--- config.mk ---
export PLATFORM = sky130hd
export DESIGN_NAME = bound_flasher_bar
export DESIGN_NICKNAME = d
export VERILOG_FILES = /design/src/rtl/bound_flasher_bar.sv
export SDC_FILE = /design/constraint.sdc
export NUM_CORES = 1
export LEC_CHECK = 0
export BUFFER_PORTS_ARGS = -buffer_cell sky130_fd_sc_hd__buf_4
export CORE_ASPECT_RATIO = 1.4
export CORE_MARGIN = 1.5
export CORE_UTILIZATION = 30
export DETAILED_ROUTE_END_ITERATION = 8
export PLACE_DENSITY = 0.58
export SLEW_MARGIN = 10
export SYNTH_ARGS = -nofsm -noshare
export SYNTH_HDL_FRONTEND = slang
export SYNTH_SLANG_ARGS = --single-unit
export TNS_END_PERCENT = 20
--- constraint.sdc ---
create_clock -name clk -period 4.9 [get_ports clk]
set_clock_uncertainty 0.05 [all_clocks]
set_input_delay 0.98 -clock clk [delete_from_list [all_inputs] [get_ports clk]]
set_output_delay 0.98 -clock clk [all_outputs]
set_load 0.03 [all_outputs]
--- src/rtl/bound_flasher_bar.sv ---
// Bounded lamp-bar flasher: a level register stepped up/down between programmable
// bounds with saturate/wrap/bounce behaviour, decoded to a bar or dot lamp vector.
module bound_flasher_bar #(
    parameter  int WIDTH = 16,
    localparam int LW    = $clog2(WIDTH + 1)
) (
    input  logic             clk,
    input  logic             rst,
    input  logic             enb,
    input  logic             ison,
    input  logic             load,
    input  logic [LW-1:0]    load_val,
    input  logic [LW-1:0]    lo_bound,
    input  logic [LW-1:0]    hi_bound,
    input  logic [1:0]       bnd_mode,
    input  logic             dot,
    output logic [LW-1:0]    level,
    output logic [WIDTH-1:0] out,
    output logic             hit_hi,
    output logic             hit_lo,
    output logic             cfg_err
);

    localparam logic [1:0]    MODE_WRAP   = 2'b01;
    localparam logic [1:0]    MODE_BOUNCE = 2'b10;
    localparam logic [LW-1:0] MAX_LVL     = LW'(WIDTH);
    localparam logic [LW-1:0] ONE_LVL     = LW'(1);

    function automatic logic [LW-1:0] sat_width(input logic [LW-1:0] v);
        if (v > MAX_LVL) begin
            return MAX_LVL;
        end else begin
            return v;
        end
    endfunction

    // Upper limit applied first, so an inverted range resolves to lo.
    function automatic logic [LW-1:0] clamp_range(input logic [LW-1:0] v,
                                                  input logic [LW-1:0] lo,
                                                  input logic [LW-1:0] hi);
        logic [LW-1:0] t;
        t = (v > hi) ? hi : v;
        return (t < lo) ? lo : t;
    endfunction

    logic [LW-1:0]    lo_s;
    logic [LW-1:0]    hi_s;
    logic [LW-1:0]    load_s;
    logic [LW-1:0]    up_val_s;
    logic [LW-1:0]    dn_val_s;
    logic             cfg_err_s;
    logic             eff_up_s;
    logic [LW-1:0]    level_nxt_s;
    logic             dir_nxt_s;
    logic             hit_hi_nxt_s;
    logic             hit_lo_nxt_s;
    logic [WIDTH-1:0] out_s;
    logic [LW-1:0]    level_r;
    logic             dir_r;
    logic             hit_hi_r;
    logic             hit_lo_r;

    assign lo_s      = sat_width(lo_bound);
    assign hi_s      = sat_width(hi_bound);
    assign load_s    = clamp_range(sat_width(load_val), lo_s, hi_s);
    assign cfg_err_s = (lo_s > hi_s);
    assign eff_up_s  = (bnd_mode == MODE_BOUNCE) ? dir_r : ison;
    assign up_val_s  = level_r + ONE_LVL;
    assign dn_val_s  = level_r - ONE_LVL;

    // Next level / direction / edge-pulse selection, priority load > step > hold.
    always_comb begin
        level_nxt_s  = level_r;
        dir_nxt_s    = dir_r;
        hit_hi_nxt_s = 1'b0;
        hit_lo_nxt_s = 1'b0;
        if (load) begin
            level_nxt_s = load_s;
            dir_nxt_s   = ison;
        end else if (enb) begin
            if (cfg_err_s) begin
                level_nxt_s = level_r;
            end else if (level_r < lo_s) begin
                level_nxt_s = lo_s;
            end else if (level_r > hi_s) begin
                level_nxt_s = hi_s;
            end else if (lo_s == hi_s) begin
                if (bnd_mode == MODE_BOUNCE) begin
                    dir_nxt_s = ~dir_r;
                end else begin
                    dir_nxt_s = dir_r;
                end
            end else if (eff_up_s) begin
                if (level_r < hi_s) begin
                    level_nxt_s  = up_val_s;
                    hit_hi_nxt_s = (up_val_s == hi_s);
                end else begin
                    case (bnd_mode)
                        MODE_WRAP: begin
                            level_nxt_s  = lo_s;
                            hit_lo_nxt_s = 1'b1;
                        end
                        MODE_BOUNCE: dir_nxt_s = 1'b0;
                        default:     level_nxt_s = level_r;
                    endcase
                end
            end else begin
                if (level_r > lo_s) begin
                    level_nxt_s  = dn_val_s;
                    hit_lo_nxt_s = (dn_val_s == lo_s);
                end else begin
                    case (bnd_mode)
                        MODE_WRAP: begin
                            level_nxt_s  = hi_s;
                            hit_hi_nxt_s = 1'b1;
                        end
                        MODE_BOUNCE: dir_nxt_s = 1'b1;
                        default:     level_nxt_s = level_r;
                    endcase
                end
            end
        end else begin
            level_nxt_s = level_r;
        end
    end

    // State and pulse registers with synchronous reset.
    always_ff @(posedge clk) begin
        if (rst) begin
            level_r  <= {LW{1'b0}};
            dir_r    <= 1'b1;
            hit_hi_r <= 1'b0;
            hit_lo_r <= 1'b0;
        end else begin
            level_r  <= level_nxt_s;
            dir_r    <= dir_nxt_s;
            hit_hi_r <= hit_hi_nxt_s;
            hit_lo_r <= hit_lo_nxt_s;
        end
    end

    // Lamp decode straight from the level register so out tracks level and dot.
    always_comb begin
        out_s = {WIDTH{1'b0}};
        for (int i = 0; i < WIDTH; i++) begin
            if (dot) begin
                out_s[i] = (LW'(i + 1) == level_r);
            end else begin
                out_s[i] = (LW'(i) < level_r);
            end
        end
    end

    assign level   = level_r;
    assign out     = out_s;
    assign hit_hi  = hit_hi_r;
    assign hit_lo  = hit_lo_r;
    assign cfg_err = cfg_err_s;

endmodule
# Word level (Yosys, flattened, before mapping)

Cells that the tools add are included.

$lt $le $gt $ge: 26
Equality and inequality tests: 28
Add/subtract/negate cells: 2
Bitwise operators: 2
Reduce and logical (&&, ||, !) cells: 6
Mux-type cells: 52

Operator list:

| cell                                                  | count |
|---|---|
| two-way mux 5 bit                                     | 16 |
| == test 4 x 5 -> 1 bit, first input constant          | 8 |
| < comparator 4 x 5 -> 1 bit, first input constant     | 8 |
| two-way mux 1 bit                                     | 36 |
| == test 3 x 5 -> 1 bit, first input constant          | 4 |
| > comparator 5 bit                                    | 4 |
| < comparator 3 x 5 -> 1 bit, first input constant     | 4 |
| == test 5 bit                                         | 3 |
| > comparator 5 bit, second input constant             | 3 |
| < comparator 5 bit                                    | 3 |
| inequality test 4 bit, second input constant          | 3 |
| == test 2 x 5 -> 1 bit, first input constant          | 2 |
| < comparator 1 x 5 -> 1 bit, first input constant     | 2 |
| < comparator 2 x 5 -> 1 bit, first input constant     | 2 |
| AND reduction 7 bit                                   | 1 |
| OR reduction 7 bit                                    | 1 |
| inequality test 2 bit, second input constant          | 3 |
| inequality test 6 x 2 -> 1 bit, second input constant | 1 |
| nonzero test 6 bit                                    | 1 |
| adder 5 x 1 -> 5 bit, second input constant           | 1 |
| == test 1 x 5 -> 1 bit, first input constant          | 1 |
| == test 5 bit, first input constant                   | 1 |
| AND reduction 5 bit                                   | 1 |
| subtractor 5 x 1 -> 5 bit, second input constant      | 1 |
| 4 further kinds                                       | 6 |

Logic and storage cells: 120
Bits in registers: 8
Output and inout port bits: 24

# Depth between registers and ports, before layout

Word-level depth: 11
Depth in mapped cells: 15
Mapped depth without buffers: 15

# Least setup slack after synthesis

No wires, ideal clock.

Path type: in2reg
Start point: in hi_bound[4]
End point: reg level_r[3] (netlist: level[3])
Cell stages on the path: 15
Path slack: 0.906 ns
Library setup time: 0.131 ns
Buffers on the path: 0
Data arrival time: 3.813 ns
Cell sequence: inv_1 > nand2_1 > ha_1 > and4b_1 > o21ai_2 > a21oi_2 > mux2i_1 > ha_1 > a21oi_1 > nor2_1 > a2111oi_0 > o221a_2 > nor2_1 > mux2i_1 > o32ai_1

Word-level cells in the longest chain between the ends: 11
Elaborated cells on any way between the ends: 25

RTL lines:

| item                                                    | line    | source |
|---|---|---|
| start: declaration                                      | 14      | `input logic [LW-1:0] hi_bound,` |
| > comparator 5 bit                                      | 30      | `if (v > MAX_LVL) begin` |
| two-way mux 5 bit (*)                                   | 30      |  |
| < comparator 5 bit or two-way mux 5 bit (tied branches) | 94, 112 |  |
| two-way mux 5 bit (on tied branches)                    | 94, 108 |  |
| two-way mux 5 bit                                       | 93      | `end else if (eff_up_s) begin` |
| two-way mux 5 bit                                       | 87      | `end else if (lo_s == hi_s) begin` |
| two-way mux 5 bit                                       | 85      | `end else if (level_r > hi_s) begin` |
| two-way mux 5 bit                                       | 83      | `end else if (level_r < lo_s) begin` |
| two-way mux 5 bit                                       | 81      | `if (cfg_err_s) begin` |
| two-way mux 5 bit                                       | 80      | `end else if (enb) begin` |
| two-way mux 5 bit                                       | 77      | `if (load) begin` |
| end signal: assignment                                  | 130     | `level_r <= {LW{1'b0}};` |
| end signal: assignment                                  | 135     | `level_r <= level_nxt_s;` |
| end: declaration                                        | 58      | `logic [LW-1:0] level_r;` |

Every way passes the cells marked *; elsewhere a longest branch is shown, timed or not. The select of a mux whose other input is x is not followed.
A chain may end at the register's enable or synchronous reset.

# Worst setup path after layout

Start point: in hi_bound[4]
End point: reg level_r[2] (netlist: level[2])

Same word-level chain as after synthesis.

==> results.cfg <==
[yosys]
synth-seq-area-share_pct = 7.60
synth_cell_types = 67
synth_ff_type = dfxtp_1
synthArstFlopShare_pct = 0
synth_nets = 345
avgSynthCellArea_sq_um = 7.19
synthCells = 293
synth_area_sq_um = 2110
synth_warnings = 0
ys_seq_elements = 8
synth_edf_count = 0

[floorplan]
core_area_sq_um = 6890
fp.dieH_um = 102
row_count = 36
io_pins = 47
die_w_um = 73.8
die_area_sq_um = 7540
start_util_pct = 30.6

[placement]
port_buffers = 46
place.gp.congestion = 0.969
place_area_sq_um = 2540
hpwlAfterDp_um = 5470

[power]
combPwrFrac_pct = 73.3
seq_power_share_pct = 13.8
clkPwrFrac_pct = 12.9
p_sw_share_pct = 53.2
power_report.internal_total_mw = 0.330
ir_drop_mv = 0.118
p_leak_nw = 1.16
p_switching_mw = 0.375
power_density_nw_per_um2 = 273

[clock_network]
cts_made_buffers = 3
cts.reportedPaths.clkPinSlew_ps = 60
cts_hold_buf = 0
cts_max_level = 1
cts_tree = built
insertion_delay_ps = 250
cts_setup_buffers = 0
cts.repair.resized = 0
root_buffer = clkbuf_8
clock-sinks = 8
clockBufferDepth = 2

[timing]
tns_ps = 0
slew_headroom_pct = 49.9
tightest_slew_ps = 751
setup_viol = 0
drv_slew = 0
min_period_ps = 4370
finalCritPeriodShare_pct = 89.2
max_freq_mhz = 229
hold_violations = 0
rsz0062_at_grt = false

[detailed_routing]
num_vias = 2359
ant_nets = 0
drtIter0Drc = 151
first_pass_iters = 7
wl_um = 6880
drc = 0
wl_per_cell_um = 16.1
viasPerCell = 5.51

[layout]
area_growth_pct = 22.6
fillers = 725
fin_area_sq_um = 2580
nets = 387
drive_gt1_share_pct = 23.1
diodes = 0

[setup_path]
arrival_ps = 4430
worstSetupStartpoint = hi_bound[4]
r2r_slack_ps = 1690
rr_endpoint = level[3]$_SDFFE_PP0P_
r2r_start = level[4]$_SDFFE_PP0P_
crit_slowest_cell = a2111oi_0
end_kind = flop
critPathKind = in2reg
crit_fanout = 7
crit_path_start_kind = input pin
crit_end = level[2]$_SDFFE_PP0P_
cp_cell_sequence = buf_4, inv_1, nand2_1, ha_1, and4b_1, o21ai_2, a21oi_2, mux2i_1, ha_1, a21oi_1, nor2_1, a2111oi_0, o221a_2, nor2_1, mux2i_1, o22ai_1
reg2reg_depth = 8
required_ps = 4960
critPathMaxStageDelay_ps = 440

[flow_run]
maxCapViolations = 0

[run_status]
status = finished, final reports clean

[global_route]
grt_remaining_overflow = 0
grt_usage_pct = 18.9
grt_pass1_vias = 2261
grt_max_degree = 26
grt_first_pass_wirelength_um = 11100
antenna_found_initial = 0

[min_path]
min_path_type = reg2reg
[state kept, by name, summed over array words and instances (netlist names)]
name	cells
hit_hi	1
level	5
dir_r	1
hit_lo	1
[Yosys cell counts, drive strengths merged, types with 2 or more instances]
library cell  number  area [sq um]
ha                29           363
or3                3          18.8
o2111ai            2          17.5
a21oi             19          98.9
o21ai             26           134
and2               3          20.0
or4                2          18.8
a31oi              3          40.0
mux2               3          37.5
o32ai              2          17.5
clkbuf             9          33.8
a21o               2          22.5
nand2             30           113
nand2b            10          70.1
nand4b             2          17.5
a32oi              2          17.5
buf                2          10.0
nand3             12          60.1
nor3               9          45.0
xor2               6          52.6
or2                4          25.0
nor2b              5          31.3
a2111oi            2          17.5
a211o              3          26.3
a211oi             3          22.5
o211ai             3          41.3
nand4              3          18.8
xnor2              5          43.8
o22ai              7          43.8
o221a              2          31.3
mux2i              8          92.6
nor2              29           111
o221ai             2          23.8
inv               18          67.6
dfxtp              8           160
[through the flow]
stage | cells | hold slack, ps | worst slack (ps) | power, mW | utilization [%]
3_5_place_dp | 425 | 527 | 281 | 0.609 | 36.9
4_1_cts | 428 | 540 | 518 | 0.700 | 37.5
3_3_place_gp | 425 | 509 | 383 | 0.609 | 36.9
2_1_floorplan | 293 | 490 | 906 | 0.465 | -
5_1_grt | 428 | 556 | 144 | 0.756 | 37.5
6_report | 428 | 537 | 529 | 0.704 | 37.5
[power groups by stage]
stage	Sequential, mW	Combinational, mW	Clock (mW)
final	0.0972	0.516	0.0907
after detailed placement	0.0973	0.512	0
after global placement	0.0971	0.512	0
after floorplan	0.0944	0.371	0
after global routing	0.0987	0.567	0.0903
after CTS	0.0961	0.515	0.0888
[layer usage]
metal	GRT usage (%)	wire, um	vias to the layer above
met4	8.97	334	0
met5	0	0	-
met1	21.4	2670	1064
met3	1.08	368	27
li1	-	-	1170
met2	35.1	3500	98
[layout by cell type, fill, tap and decap left out, types with 2 or more instances in the layout]
cell	instances
nand4b_1	2
a211oi_1	3
a211o_1	3
nand2_1	30
dfxtp_1	8
o21ai_0	24
mux2_2	2
xnor2_1	5
inv_1	17
and2_1	2
clkbuf_8	3
or2_2	4
buf_4	48
nor2b_1	5
ha_1	29
nand3_1	12
nor2_1	28
mux2i_1	7
or3_1	3
a32oi_1	2
o2111ai_1	2
nand2b_1	9
xor2_1	6
a2111oi_0	2
o22ai_1	7
nor3_1	9
o32ai_1	2
a21oi_1	18
nand4_1	3
[how the worst min path moves through the flow]
stage / startpoint / end / slack [ps] / depth (start not counted)
after detailed placement: dir_r$_SDFFE_PP1P_ / dir_r$_SDFFE_PP1P_ / 530 / 2
after global routing: dir_r$_SDFFE_PP1P_ / dir_r$_SDFFE_PP1P_ / 560 / 2
after floorplan: dir_r$_SDFFE_PP1P_ / dir_r$_SDFFE_PP1P_ / 490 / 2
final: dir_r$_SDFFE_PP1P_ / dir_r$_SDFFE_PP1P_ / 540 / 2
after CTS: dir_r$_SDFFE_PP1P_ / dir_r$_SDFFE_PP1P_ / 540 / 2
after global placement: dir_r$_SDFFE_PP1P_ / dir_r$_SDFFE_PP1P_ / 510 / 2
[kinds of logic after synthesis]
kind of cell             synth area share [%]
AO/OA/AOI/OAI                            31.5
XOR/XNOR                                 4.57
adder cells (fa/ha/maj)                  17.2
buffers and inverters                    5.28
flip-flops                               7.60
multiplexers                             6.18
AND/OR/NAND/NOR                          27.7
[area by class of cell]
cell class              count  area [sq um]  share of cell area, %
multi-input cells         256          1840                   71.0
well taps                  95           119                   4.60
repair buffers             48           360                   13.9
flip-flops and latches      8           160                   6.20
inverters                  18          67.6                   2.62
clock buffers               3          41.3                   1.60
[worst max-delay path: cells and delay by family]
| family | cells | cell delay (ps) |
|---|---|---|
| and+or+nand+nor | 4 | 590 |
| adders and majority gates | 2 | 670 |
| buffers and inverters | 2 | 310 |
| muxes | 2 | 480 |
| AOI/OAI and AO/OA | 6 | 1390 |
(Power assumes the default switching activity.)
